[config.mk]
export PLATFORM = sky130hd
export DESIGN_NAME = i2c_slave
export DESIGN_NICKNAME = d
export VERILOG_FILES = /design/src/rtl/i2c_pkg.sv /design/src/rtl/i2c_sync_edge.sv /design/src/rtl/i2c_slave.sv
export SDC_FILE = /design/constraint.sdc
export NUM_CORES = 1
export LEC_CHECK = 0
export CORE_ASPECT_RATIO = 0.5
export CORE_UTILIZATION = 52
export CTS_CLUSTER_DIAMETER = 30
export DETAILED_ROUTE_END_ITERATION = 6
export GPL_TIMING_DRIVEN = 0
export PLACE_DENSITY_LB_ADDON = 0.15
export SYNTH_ARGS = -nofsm -noshare
export SYNTH_HDL_FRONTEND = slang
export SYNTH_SLANG_ARGS = --single-unit
[constraint.sdc]
create_clock -name clk -period 4.95 [get_ports clk]
set_input_delay 0.99 -clock clk [delete_from_list [all_inputs] [get_ports clk]]
set_output_delay 0.99 -clock clk [all_outputs]
set_load 0.02 [all_outputs]
[src/rtl/i2c_pkg.sv]
// i2c_pkg -- definitions shared by the I2C slave and the I2C master.
//   i2c_state_e : one-hot protocol states (IDLE .. IGNORE)
//   BYTE_BITS   : bits per byte on the wire
//   SDA_ACK/NACK: bus levels for the acknowledge bit
//   ack_oe()    : pad output-enable needed to put a given level on sda
package i2c_pkg;

  localparam int BYTE_BITS = 8;

  localparam logic SDA_ACK  = 1'b0;
  localparam logic SDA_NACK = 1'b1;

  typedef enum logic [7:0] {
    ST_IDLE    = 8'b0000_0001,
    ST_DEVADDR = 8'b0000_0010,
    ST_DEVACK  = 8'b0000_0100,
    ST_REGADDR = 8'b0000_1000,
    ST_REGACK  = 8'b0001_0000,
    ST_DATA    = 8'b0010_0000,
    ST_DATAACK = 8'b0100_0000,
    ST_IGNORE  = 8'b1000_0000
  } i2c_state_e;

  // Open-drain pad: only a low level is driven, a high level is a release.
  function automatic logic ack_oe(input logic level);
    return (level == SDA_ACK) && (level != SDA_NACK);
  endfunction

endpackage

[src/rtl/i2c_sync_edge.sv]
// i2c_sync_edge -- 2-flop synchronizer for one bus line plus edge pulses.
//   clk_i   : system clock
//   rst_i   : synchronous active-high reset (flops go to idle bus level 1)
//   d_i     : asynchronous bus line
//   level_o : synchronized level
//   rise_o  : one-clk pulse on a synchronized 0->1 transition
//   fall_o  : one-clk pulse on a synchronized 1->0 transition
module i2c_sync_edge (
  input  logic clk_i,
  input  logic rst_i,
  input  logic d_i,
  output logic level_o,
  output logic rise_o,
  output logic fall_o
);

  // [0] metastability flop, [1] synchronized level, [2] previous level
  logic [2:0] sync_q;

  always_ff @(posedge clk_i) begin
    // NOTE: reset to the idle bus level (1), not 0, so releasing reset
    // cannot manufacture an sda falling edge that looks like a START.
    if (rst_i) sync_q <= 3'b111;
    else       sync_q <= {sync_q[1:0], d_i};
  end

  assign level_o = sync_q[1];
  assign rise_o  =  sync_q[1] & ~sync_q[2];
  assign fall_o  = ~sync_q[1] &  sync_q[2];

endmodule

[src/rtl/i2c_slave.sv]
// i2c_slave -- write-only I2C register-bus slave, oversampled by clk.
//   clk       : system clock (scl is only sampled, never used as a clock)
//   rst       : synchronous active-high reset
//   scl_in    : bus clock from the master
//   sda_in    : resolved bus data line
//   sda_oe    : 1 pulls sda low (ACK), 0 releases it
//   reg_addr  : register address of the current write (auto-increments)
//   reg_wdata : received data byte
//   reg_wr_en : one-clk strobe qualifying reg_addr/reg_wdata
//   busy      : high from START until STOP or reset
//   ack_err   : sticky, set when a read to this address is NACKed
// DATA_WIDTH is expected to be at least BYTE_BITS; the device-address
// byte always occupies the low BYTE_BITS of the shift register.
module i2c_slave
  import i2c_pkg::*;
#(
  parameter logic [6:0] SLV_ADDRESS = 7'h50,
  parameter int         DATA_WIDTH  = 8
) (
  input  logic                  clk,
  input  logic                  rst,
  input  logic                  scl_in,
  input  logic                  sda_in,
  output logic                  sda_oe,
  output logic [DATA_WIDTH-1:0] reg_addr,
  output logic [DATA_WIDTH-1:0] reg_wdata,
  output logic                  reg_wr_en,
  output logic                  busy,
  output logic                  ack_err
);

  localparam int                CNT_W    = $clog2(DATA_WIDTH);
  localparam logic [CNT_W-1:0]  CNT_LAST = CNT_W'(DATA_WIDTH - 1);

  logic scl_lvl, scl_rise, scl_fall;
  logic sda_lvl, sda_rise, sda_fall;

  i2c_sync_edge u_scl_sync (
    .clk_i  (clk),
    .rst_i  (rst),
    .d_i    (scl_in),
    .level_o(scl_lvl),
    .rise_o (scl_rise),
    .fall_o (scl_fall)
  );

  i2c_sync_edge u_sda_sync (
    .clk_i  (clk),
    .rst_i  (rst),
    .d_i    (sda_in),
    .level_o(sda_lvl),
    .rise_o (sda_rise),
    .fall_o (sda_fall)
  );

  i2c_state_e            state_q;
  logic [DATA_WIDTH-1:0] shift_q;
  logic [CNT_W-1:0]      cnt_q;
  logic [DATA_WIDTH-1:0] addr_q;
  logic [DATA_WIDTH-1:0] wdata_q;
  logic                  wr_en_q;
  logic                  oe_q;
  logic                  busy_q;
  logic                  ack_err_q;

  logic                  start_det, stop_det, byte_done;
  logic [DATA_WIDTH-1:0] shift_d;
  logic [BYTE_BITS-1:0]  dev_byte;
  logic                  addr_match;

  assign start_det  = sda_fall & scl_lvl;
  assign stop_det   = sda_rise & scl_lvl;
  assign shift_d    = {shift_q[DATA_WIDTH-2:0], sda_lvl};
  assign byte_done  = scl_rise && (cnt_q == CNT_LAST);
  assign dev_byte   = shift_d[BYTE_BITS-1:0];
  assign addr_match = (dev_byte[BYTE_BITS-1:1] == SLV_ADDRESS);

  always_ff @(posedge clk) begin
    if (rst) begin
      state_q   <= ST_IDLE;
      shift_q   <= '0;
      cnt_q     <= '0;
      addr_q    <= '0;
      wdata_q   <= '0;
      wr_en_q   <= 1'b0;
      oe_q      <= 1'b0;
      busy_q    <= 1'b0;
      ack_err_q <= 1'b0;
    end else begin
      // NOTE: default first; a later non-blocking assignment in this block
      // overrides it, which is what makes wr_en_q a single-cycle pulse.
      wr_en_q <= 1'b0;

      // Address advances only after the strobe cycle, so the strobe sees
      // the address the byte was written to.
      if (wr_en_q) addr_q <= addr_q + 1'b1;

      // Bus conditions outrank scl edges; a partial byte is simply dropped.
      if (start_det) begin
        state_q <= ST_DEVADDR;
        cnt_q   <= '0;
        oe_q    <= 1'b0;
        busy_q  <= 1'b1;
      end else if (stop_det) begin
        state_q <= ST_IDLE;
        cnt_q   <= '0;
        oe_q    <= 1'b0;
        busy_q  <= 1'b0;
      end else begin
        unique case (state_q)
          ST_DEVADDR, ST_REGADDR, ST_DATA: begin
            if (scl_rise) begin
              shift_q <= shift_d;
              cnt_q   <= cnt_q + 1'b1;
            end
            if (byte_done) begin
              cnt_q <= '0;
              if (state_q == ST_DEVADDR) begin
                if (addr_match && dev_byte[0] == 1'b0) begin
                  state_q <= ST_DEVACK;
                end else begin
                  // Reads are not supported: NACK and remember it.
                  if (addr_match) ack_err_q <= 1'b1;
                  state_q <= ST_IGNORE;
                end
              end else if (state_q == ST_REGADDR) begin
                addr_q  <= shift_d;
                state_q <= ST_REGACK;
              end else begin
                wdata_q <= shift_d;
                wr_en_q <= 1'b1;
                state_q <= ST_DATAACK;
              end
            end
          end

          // First scl fall after the byte drives ACK, the second releases
          // it, so the master sees it for exactly one scl high period.
          ST_DEVACK, ST_REGACK, ST_DATAACK: begin
            if (scl_fall) begin
              if (!oe_q) begin
                oe_q <= ack_oe(SDA_ACK);
              end else begin
                oe_q    <= 1'b0;
                state_q <= (state_q == ST_DEVACK) ? ST_REGADDR : ST_DATA;
              end
            end
          end

          default: ;  // IDLE and IGNORE only leave on START/STOP
        endcase
      end
    end
  end

  assign sda_oe    = oe_q;
  assign reg_addr  = addr_q;
  assign reg_wdata = wdata_q;
  assign reg_wr_en = wr_en_q;
  assign busy      = busy_q;
  assign ack_err   = ack_err_q;

endmodule

==> impl_summary.txt <==
----------------------------------------------------
[Run status]
  Outcome ... complete, no violations

[Route]
  DRT antenna net count ... 0
  Number of DRC markers after the initial detailed-route iteration ... 42
  Avg Vias per Cell ... 5.190
  Detailed Route WL ... 3.700 mm
  Residual DRC count ... 0
  Mean routed wirelength per cell ... 12.80 µm
  Via Count ... 1,500
  1st-pass router iterations ... 4

[Logic synthesis]
  Synthesized-area fraction occupied by ao, oa, aoi and oai cells ... 10.46%
  Count of unique library cells instantiated by Yosys ... 39
  Average cell area after synthesis ... 9.423 µm²
  Post-synthesis sequential area ratio ... 45.16%
  Top-count cell post-synth ... dfxtp_1
  Cell type contributing the most total cell area after synthesis ... dfxtp_1
  Leading post-synthesis cells by cell area ... dfxtp_1 45%, mux2i_1 9.2%, nor2_1 7.3%, a211oi_2 4.5%, xor2_1 3.6%
  Fraction of registers with async set/reset ... 0%
  Synth Area in Adders ... 1.924%
  Share of synthesized area spent on multiplexers ... 9.814%
  Post-synthesis xor/xnor area fraction ... 5.388%
  Simple-gate share of the synthesized area ... 23.67%
  Number of synthesized register bits ... 44
  Ys Warns ... 0
  Main synth FF type ... dfxtp_1
  Fraction of synthesized cell area taken by the top area cell type ... 45.16%
  Mapped Nets ... 214
  Synthesized netlist cell count ... 207
  Largest family of logic cells by synthesized area ... simple AND/OR/NAND/NOR gates
  Leading post-synthesis cells by instance count ... 44 x dfxtp_1, 38 x nor2_1, 18 x mux2i_1, 14 x nand2_1, 11 x a21oi_1
  Post-synthesis instance area ... 1951 µm²
  Number of flops mapped to enable cells by yosys ... 0

[Power]
  Leakage ... 0.9856 nW
  Internal power summed over all cells ... 516.0 µW
  Max VDD drop ... 0.1658 mV
  Portion of total power attributed to sequential cells ... 54.7%
  Pwr Density ... 278.5 nW/µm²
  Portion of total power attributed to the clock network ... 41.5%
  Sum of internal, switching and leakage power ... 656.1 µW
  Sw Share ... 21.35%
  Net load switching power ... 140.1 µW
  Combinational power share ... 3.8%

[Clock tree]
  Library cell used as clock root buffer ... clkbuf_8
  Number of buffers created by CTS ... 5
  TritonCTS sink count ... 44
  Clk pin slew, worst setup/hold paths ... 0.08 ns
  Max clock buf depth ... 2
  Number of hold buffers added after cts ... 0
  # resized after CTS ... 0
  Post-CTS setup buffers ... 0
  Clock tree from TritonCTS ... built
  CTS H-tree lvls ... 2
  Worst-skew pair later-pin latency ... 0.29 ns

[Worst setup path]
  Start-to-end type of the worst setup path ... register to output port
  Startpoint class of the critical path ... register
  Bufs and invs on worst path ... 1
  Path length in cells of the critical path ... 1
  Minimum setup slack among reg-to-reg paths ... 2.76 ns
  Crit path DAT ... 1.41 ns
  Series of cell instances along the critical path ... clkdlybuf4s50_1
  Largest incremental delay on the critical path ... 0.65 ns
  Max Fanout on Critical Path ... 6
  CP endpoint ... reg_wr_en
  Critical path capture point type ... output port
  Reg2Reg Launch Point ... state_q[0]
  CP startpoint ... reg_wr_en
  Required arrival time at the worst endpoint ... 3.96 ns
  R2r endpoint ... reg_addr[0]
  Worst reg-to-reg path cell count ... 7
  Slowest CP cell ... clkdlybuf4s50_1
  Worst path top cell family by delay ... buffers and inverters

[Finish]
  Layout overhead on the synthesized area ... 20.78%
  Number of filler cells placed in the layout ... 293
  Sequential cell area ... 880.8 µm²
  Total inserted antenna cells ... 0
  Post-Route Utilization ... 67.13%
  Layout cells sized above 1 ... 12.18%
  Multi-input logic area ... 999.7 µm²
  Final net count ... 244

[Job]
  Max-Cap Viols ... 0

[Timing]
  Pin slew with the least headroom to its limit ... 0.5556 ns
  Period utilization ... 48.40%
  Worst clock skew on the final layout ... 0.002070 ns
  Total negative slack ... 0 ns
  Hold violation count in the final report ... 0
  Max frequency ... 0.4174 GHz
  Worst-case headroom to the max-slew limit ... 62.86%
  Final worst slack ... 2.554 ns
  Unrepaired setup endpoints after global routing ... no
  Pins over their slew limit ... 0
  Number of endpoints failing setup at the final stage ... 0
  WHS ... 0.4161 ns
  Post-layout min period ... 2.396 ns

[Die]
  Count of boundary I/O pins ... 24
  Die Outline Area ... 4015 µm²
  Height of the die ... 45.31 µm
  Placeable core area ... 3510 µm²
  Row count ... 15
  Floorplan die width ... 88.62 µm
  Starting utilization of the core area ... 55.58%

[Global route]
  Busiest layer in global routing ... met2
  Antenna violations before repair ... 0
  Gr ovfl total ... 0
  GR Layer Usage met3 ... 6.764%
  Maximum number of pins on one net before global-route repair ... 15
  Via count of the first global-routing pass ... 1,349
  Met1 track demand over resource in global routing ... 28.93%
  Global-route met2 utilization ... 32.15%
  Wire length of the first global-routing pass ... 6.341 mm
  Total Routing Usage GR ... 21.06%

[Placement]
  HPWL after detailed placement ... 2.613 mm
  Pre-CTS setup slack ... 2.660 ns
  Number of buffers inserted by port buffering ... 23
  Routability Congestion ... 0.7921

[Worst hold path]
  Class of the most critical hold timing path ... register to register

----------------------------------------------------
[power by group through the flow]
stage | Sequential (mW) | Combinational [mW] | Clock [mW]
after floorplan | 0.367 | 0.0166 | 0
after global placement | 0.367 | 0.0244 | 0
after detailed placement | 0.368 | 0.0245 | 0
after CTS | 0.359 | 0.0246 | 0.274
after global routing | 0.360 | 0.0274 | 0.291
final | 0.359 | 0.0246 | 0.272
[final cells by class]
cell class,count,share of cell area (%)
multi-input combinational,149,42.43
sequential,44,37.39
timing repair buffer,23,9.772
clock buffer,5,2.921
tap,51,2.708
buffer,10,2.337
clock inverter,3,1.806
inverter,4,0.6373
[cell usage in the layout (no fill, tap or decap), types with 5 or more instances in the layout]
| cell | synthesis | final |
|---|---|---|
| nor2_1 | 38 | 38 |
| clkbuf_1 | 5 | 5 |
| clkdlybuf4s50_1 | 0 | 23 |
| dfxtp_1 | 44 | 44 |
| clkbuf_8 | 0 | 5 |
| mux2i_1 | 18 | 18 |
| nand2_1 | 14 | 14 |
| a21oi_1 | 11 | 11 |
| xor2_1 | 8 | 8 |
| or2_2 | 5 | 5 |
| a211oi_2 | 7 | 7 |
[registers in the layout, indices dropped and copies added, names as in the netlist]
signal,cells
u_sda_sync.sync_q,3
cnt_q,3
state_q,8
reg_wr_en,1
shift_q,7
ack_err,1
sda_oe,1
reg_wdata,8
busy,1
u_scl_sync.sync_q,3
reg_addr,8
[how the worst min path moves through the flow]
stage	startpoint	end	slack [ns]	cells after the start
2_1_floorplan	u_scl_sync.sync_q[0]	u_scl_sync.sync_q[1]	0.39	1
3_3_place_gp	u_scl_sync.sync_q[0]	u_scl_sync.sync_q[1]	0.39	1
3_5_place_dp	u_sda_sync.sync_q[0]	u_sda_sync.sync_q[1]	0.40	1
4_1_cts	u_scl_sync.sync_q[0]	u_scl_sync.sync_q[1]	0.42	1
5_1_grt	u_scl_sync.sync_q[0]	u_scl_sync.sync_q[1]	0.44	1
6_report	u_scl_sync.sync_q[0]	u_scl_sync.sync_q[1]	0.42	1
[stage by stage]
stage,cells,instance area [µm²]
after global placement,281,2245
after detailed placement,281,2245
after CTS,289,2356
after global routing,289,2356
final,289,2356
after floorplan,207,1951
[layer usage]
layer | vias to the layer above | part of all wire [%]
met4 | 0 | 0.92
met2 | 30 | 43
met1 | 689 | 51
met5 | - | 0
met3 | 6 | 5.0
li1 | 775 | -
[cells by family (layout without fill, tap and decap cells)]
group | after synthesis | in the layout
AO/OA/AOI/OAI | 26 | 26
XOR/XNOR | 12 | 12
adder cells (fa/ha/maj) | 3 | 3
buffers and inverters | 14 | 45
flip-flops | 44 | 44
multiplexers | 19 | 19
AND/OR/NAND/NOR | 89 | 89
Power figures use the tool's default switching activity.
